## config.mk

```make
export PLATFORM = sky130hd
export DESIGN_NAME = dfplayer_uart_cmd_tx
export DESIGN_NICKNAME = d
export VERILOG_FILES = /design/src/rtl/dfplayer_uart_cmd_tx.sv
export SDC_FILE = /design/constraint.sdc
export NUM_CORES = 1
export LEC_CHECK = 0
export CELL_PAD_IN_SITES_DETAIL_PLACEMENT = 2
export CELL_PAD_IN_SITES_GLOBAL_PLACEMENT = 2
export CORE_MARGIN = 2
export CORE_UTILIZATION = 36
export CTS_CLUSTER_DIAMETER = 60
export CTS_CLUSTER_SIZE = 25
export DETAILED_ROUTE_END_ITERATION = 6
export GPL_TIMING_DRIVEN = 0
export HOLD_SLACK_MARGIN = 0.05
export PLACE_DENSITY_LB_ADDON = 0.05
export SLEW_MARGIN = 20
export SYNTH_ARGS = -nofsm -noshare
export SYNTH_HDL_FRONTEND = slang
export SYNTH_SLANG_ARGS = --single-unit
```

## constraint.sdc

```tcl
create_clock -name clk -period 3.5 [get_ports clk]
set_input_delay 0.35 -clock clk [delete_from_list [all_inputs] [get_ports clk]]
set_output_delay 0.35 -clock clk [all_outputs]
set_load 0.01 [all_outputs]
```

## src/rtl/dfplayer_uart_cmd_tx.sv

```systemverilog
// dfplayer_uart_cmd_tx: sends the DFPlayer init sequence, then user commands, as 10-byte 8N1 UART frames with inter-frame gaps.
module dfplayer_uart_cmd_tx #(
  parameter int CLK_HZ    = 50_000_000,
  parameter int BAUD      = 9600,
  parameter int GAP_MS    = 20,
  parameter int INIT_VOL  = 30,
  parameter int INIT_EQ   = 0,
  parameter int INIT_MODE = 2,
  parameter int FEEDBACK  = 0
) (
  input  logic        clk,
  input  logic        rst_n,
  input  logic        cmd_valid,
  input  logic [7:0]  cmd,
  input  logic [15:0] param,
  output logic        cmd_ready,
  output logic        tx,
  output logic        busy,
  output logic        init_done,
  output logic        frame_done
);
  localparam int DIV     = (CLK_HZ + BAUD / 2) / BAUD;
  localparam int GAP_CYC = CLK_HZ / 1000 * GAP_MS;
  localparam int CW      = $clog2(DIV);
  localparam int GW      = $clog2(GAP_CYC);
  typedef enum logic [2:0] {INIT_LOAD, SHIFT, GAP, IDLE, LOAD} state_t;
  state_t state;
  logic [CW-1:0] bcnt;
  logic [GW-1:0] gcnt;
  logic [3:0] bit_i, byte_i, nbit, nbyte;
  logic [1:0] init_i;
  logic [7:0] c_r, nb;
  logic [15:0] p_r, ck;
  logic ntx;
  // tx is registered, so the next bit's level is prepared one bit-edge ahead
  always_comb begin
    ck = 16'h0000 - (16'h00FF + 16'h0006 + {8'h00, c_r} + 16'(FEEDBACK) + {8'h00, p_r[15:8]} + {8'h00, p_r[7:0]});
    nbit = bit_i == 4'd9 ? 4'd0 : bit_i + 4'd1;
    nbyte = bit_i == 4'd9 ? byte_i + 4'd1 : byte_i;
    case (nbyte)
      4'd0: nb = 8'h7E;
      4'd1: nb = 8'hFF;
      4'd2: nb = 8'h06;
      4'd3: nb = c_r;
      4'd4: nb = 8'(FEEDBACK);
      4'd5: nb = p_r[15:8];
      4'd6: nb = p_r[7:0];
      4'd7: nb = ck[15:8];
      4'd8: nb = ck[7:0];
      default: nb = 8'hEF;
    endcase
    ntx = nbit == 4'd0 ? 1'b0 : nbit == 4'd9 ? 1'b1 : nb[3'(nbit - 4'd1)];
  end
  always_ff @(posedge clk) begin
    if (!rst_n) begin
      state <= INIT_LOAD;
      tx <= 1'b1;
      cmd_ready <= 1'b0;
      busy <= 1'b0;
      init_done <= 1'b0;
      frame_done <= 1'b0;
      init_i <= 2'd0;
      bcnt <= '0;
      gcnt <= '0;
      bit_i <= 4'd0;
      byte_i <= 4'd0;
      c_r <= 8'h00;
      p_r <= 16'h0000;
    end else begin
      frame_done <= 1'b0;
      case (state)
        INIT_LOAD, LOAD: begin
          if (state == INIT_LOAD) begin
            c_r <= 8'h06 + 8'(init_i);
            p_r <= {8'h00, init_i == 2'd0 ? 8'(INIT_VOL) : init_i == 2'd1 ? 8'(INIT_EQ) : 8'(INIT_MODE)};
          end
          tx <= 1'b0;
          bcnt <= '0;
          bit_i <= 4'd0;
          byte_i <= 4'd0;
          busy <= 1'b1;
          state <= SHIFT;
        end
        SHIFT: begin
          if (bcnt == CW'(DIV - 1)) begin
            bcnt <= '0;
            if (byte_i == 4'd9 && bit_i == 4'd9) begin
              frame_done <= 1'b1;
              gcnt <= '0;
              tx <= 1'b1;
              state <= GAP;
            end else begin
              bit_i <= nbit;
              byte_i <= nbyte;
              tx <= ntx;
            end
          end else bcnt <= bcnt + CW'(1);
        end
        GAP: begin
          if (gcnt == GW'(GAP_CYC - 1)) begin
            if (!init_done && init_i != 2'd2) begin
              init_i <= init_i + 2'd1;
              state <= INIT_LOAD;
            end else begin
              init_done <= 1'b1;
              busy <= 1'b0;
              cmd_ready <= 1'b1;
              state <= IDLE;
            end
          end else gcnt <= gcnt + GW'(1);
        end
        IDLE: begin
          if (cmd_valid && cmd_ready) begin
            c_r <= cmd;
            p_r <= param;
            cmd_ready <= 1'b0;
            busy <= 1'b1;
            state <= LOAD;
          end
        end
        default: state <= INIT_LOAD;
      endcase
    end
  end
endmodule
```

==> parameters.txt <==
Parameter                              Value

Clocking
  Hold-fix buffers, CTS ... 0
  Clock insertion delay at the later pin of the skew report ... 340 ps
  H-tree levels ... 3
  Clock tree from TritonCTS ... done
  Clk Tree Root Cell ... sky130_fd_sc_hd__clkbuf_16
  TritonCTS Sinks ... 75
  Number of buffers on the longest clock path ... 2
  CTS buffer count ... 9
  Clock transition at the registers of the reported paths ... 60 ps

Drt
  Mean routed wirelength per cell ... 19.6 µm
  Wirelength, routed ... 15700 µm
  DRC violation count after routing ... 0
  1st-pass router iterations ... 4
  Vias ... 4427
  Total met2 wirelength after detailed routing ... 8100 µm
  Drt via density ... 5.53
  Uppermost layer routed ... met4
  ANT nets after route ... 0
  DRC marker count from the first detailed-route iteration ... 139
  Wire length on met3 ... 438 µm
  DRT met1 WL ... 6960 µm

Power and ir drop
  Pwr Density ... 346 mW/mm²
  Cell leakage power ... 2.16 nW
  Peak VDD IR ... 0.226 mV

Critical path
  Type of the worst setup path ... reg -> reg
  Type of element capturing the critical path ... flop
  Slowest stage cell, crit path ... sky130_fd_sc_hd__fa_1
  Startpoint of the lowest-slack register-to-register path ... c_r[0]
  Delay-heaviest family, CP ... adder cells
  Total number of cells along the worst setup path ... 13
  Slack of the worst reg-to-reg path ... 160 ps
  Arrival time at the worst endpoint ... 3560 ps
  Largest driver fanout on the critical path ... 3
  Kind of start point of the critical path ... flop
  Critical path's most frequent cell ... sky130_fd_sc_hd__fa_1
  R2R depth ... 13
  Worst Setup SP ... c_r[0]
  Buf+Inv Stages, Crit Path ... 1
  Delay of the slowest cell on the worst path ... 450 ps
  CP Capture Point ... tx
  Ordered list of cells on the worst path ... inv_1, fa_1, fa_1, ha_1, fa_2, a211o_1, o211ai_1, a21oi_2, a21boi_1, o2bb2ai_1, o31a_1, a32oi_2, o21ai_1
  Reg-to-reg critical path endpoint ... tx
  Data required time of the critical path ... 3720 ps

STA
  Worst hold slack after final layout ... 512 ps
  Worst slew pin tran ... 806 ps
  Highest achievable clock rate ... 299 MHz
  Largest clock skew in the final design ... 7.24 ps
  Final slew viol count ... 0
  Count of endpoints failing setup in the final report ... 0
  Worst setup slack after layout ... 158 ps
  Sum Neg Setup Slack ... 0 ps
  Final hold vios ... 0
  Period utilisation layout ... 95.5%
  Headroom to the max-slew limit ... 46.3%
  Crit path time final ... 3340 ps

Synth
  Combined area of all synthesized cells ... 0.00482 mm²
  Primary flip-flop cell chosen by synthesis mapping ... sky130_fd_sc_hd__dfxtp_1
  Dominant cells by area after synthesis ... sky130_fd_sc_hd__dfxtp_1 (31%), sky130_fd_sc_hd__ha_1 (7.3%), sky130_fd_sc_hd__nor2_1 (6.5%), sky130_fd_sc_hd__fa_1 (3.7%), sky130_fd_sc_hd__a21oi_1 (2.9%)
  Avg Synthesized Cell Area ... 8.31 µm²
  Post-synth cell types ... 76
  Number of cells produced by synthesis ... 580
  Proportion of register bits with asynchronous set or reset after synthesis ... 0%
  Post-synthesis sequential element count ... 75
  Post-synth EDFFs ... 0
  Sequential element share of the synthesized area ... 31.1%
  Synth area leader ... sky130_fd_sc_hd__dfxtp_1
  Count of warnings emitted by yosys ... 0
  Share of the synthesized area in the top cell type ... 31.1%
  Syn nets ... 644

Die
  Number of top-level design ports ... 32
  Die Y ... 120 µm
  Number of rows created at floorplan ... 42
  Floorplan core area ... 0.0131 mm²
  Total Die Area ... 0.0143 mm²
  X dimension of the die ... 120 µm
  Initial Util ... 36.7%

Status
  Result of the run ... completed

Global route
  Remaining global-route overflow ... 0
  Vias in the first global route ... 4917
  Global-route wire length before repair ... 25700 µm
  Number of antenna violations at the first check in global routing ... 1
  Global router's overall resource usage ... 22.8%
  Maximum number of pins on one net before global-route repair ... 13

Placement
  Number of input and output port buffers inserted ... 31
  Cell total after placement ... 787
  Pre-CTS setup slack ... 51.4 ps
  Placed wire-length estimate after detailed placement ... 11800 µm
  Placer congestion estimate ... 0.814

Layout
  Sequential cell area ... 0.00150 mm²
  Finished Layout Cells ... 801
  Highest-count cells in the layout ignoring fill and taps ... sky130_fd_sc_hd__nor2_1 (84), sky130_fd_sc_hd__dfxtp_1 (75), sky130_fd_sc_hd__nand2_1 (34)
  Most common cell after layout, fill and taps aside ... sky130_fd_sc_hd__nor2_1
  P&R area growth vs syn ... 17.6%
  Ant. Diodes ... 0
  Area occupied by multi-input gates ... 0.00312 mm²
  Filler Cells Inserted ... 1522
  Total Nets Final ... 686
  Layout cell share with drive strength beyond 1 ... 7.84%

Run
  Number of max-cap violations ... 0

Min path
  Worst min-delay path category ... reg -> reg
-- layout make-up --
cell class / instances / share of cell area (%)
buffer: 25 / 2.12
clock buffer: 10 / 4.22
clock inverter: 4 / 0.927
inverter: 29 / 1.92
multi-input combinational: 451 / 55.0
sequential: 75 / 26.5
tap: 176 / 3.89
timing repair buffer: 31 / 5.47
-- per-stage QoR --
step / power, mW / utilization [%] / cell area (µm²)
2_1_floorplan: 0.957 / - / 4820
3_3_place_gp: 1.02 / 40.7 / 5350
3_5_place_dp: 1.03 / 40.7 / 5350
4_1_cts: 1.99 / 43.0 / 5640
5_1_grt: 2.04 / 43.1 / 5670
6_report: 1.96 / 43.1 / 5670
-- state kept, by name, summed over array words and instances (netlist names) --
name and flops:
state 3, gcnt 20, bit_i 4, init_i 2, init_done 1, p_r 16
tx 1, c_r 8, byte_i 4, frame_done 1, bcnt 13, cmd_ready 1
busy 1
-- tightest hold or removal path: stages (launching register included) --
cell	delay (ps)
sky130_fd_sc_hd__dfxtp_1	340
sky130_fd_sc_hd__nand2_1	70
sky130_fd_sc_hd__a21oi_1	50
-- worst min path at each step --
stage            from  endpoint  slack, ps  depth (start not counted)
5_1_grt        p_r[1]    p_r[1]        550                          2
6_report       p_r[1]    p_r[1]        510                          2
2_1_floorplan  p_r[1]    p_r[1]        440                          2
3_5_place_dp   p_r[1]    p_r[1]        480                          2
3_3_place_gp   p_r[1]    p_r[1]        470                          2
4_1_cts        p_r[1]    p_r[1]        520                          2
-- timing repair --
| action | 4_1_cts | 5_1_grt |
|---|---|---|
| buffers inserted | 0 | 0 |
| setup endpoints to repair | 0 | 1 |
| resized for setup | 0 | 8 |
-- Yosys cell counts, drive strengths merged (10+ instances only) --
cell type,number
nor3,21
ha,28
inv,28
a21oi,28
o21ai,27
xnor2,14
xor2,16
nand3,20
nor2,85
dfxtp,75
nor2b,19
a211oi,10
nand2,34
clkbuf,18
and3,14
and2,10
a22oi,18
-- cells by family after synthesis --
group	share of synthesized area (%)
multiplexers	0.934
AO/OA/AOI/OAI	19.4
adder cells (fa/ha/maj)	11.0
buffers and inverters	4.75
XOR/XNOR	5.45
AND/OR/NAND/NOR	27.3
flip-flops	31.1
-- per-layer routing --
metal,track usage [%],up-vias
met3,4.99,13
met1,27.3,2220
li1,-,2151
met2,41.3,43
met4,6.03,0
met5,0,-
-- power by group --
group          internal, mW  switching [mW]  total (mW)
combinational        0.0629          0.0771       0.140
sequential            0.863         0.00955       0.873
clock                 0.565           0.383       0.948
total                  1.49           0.469        1.96
No activity file was read; power rests on OpenSTA's default activity.
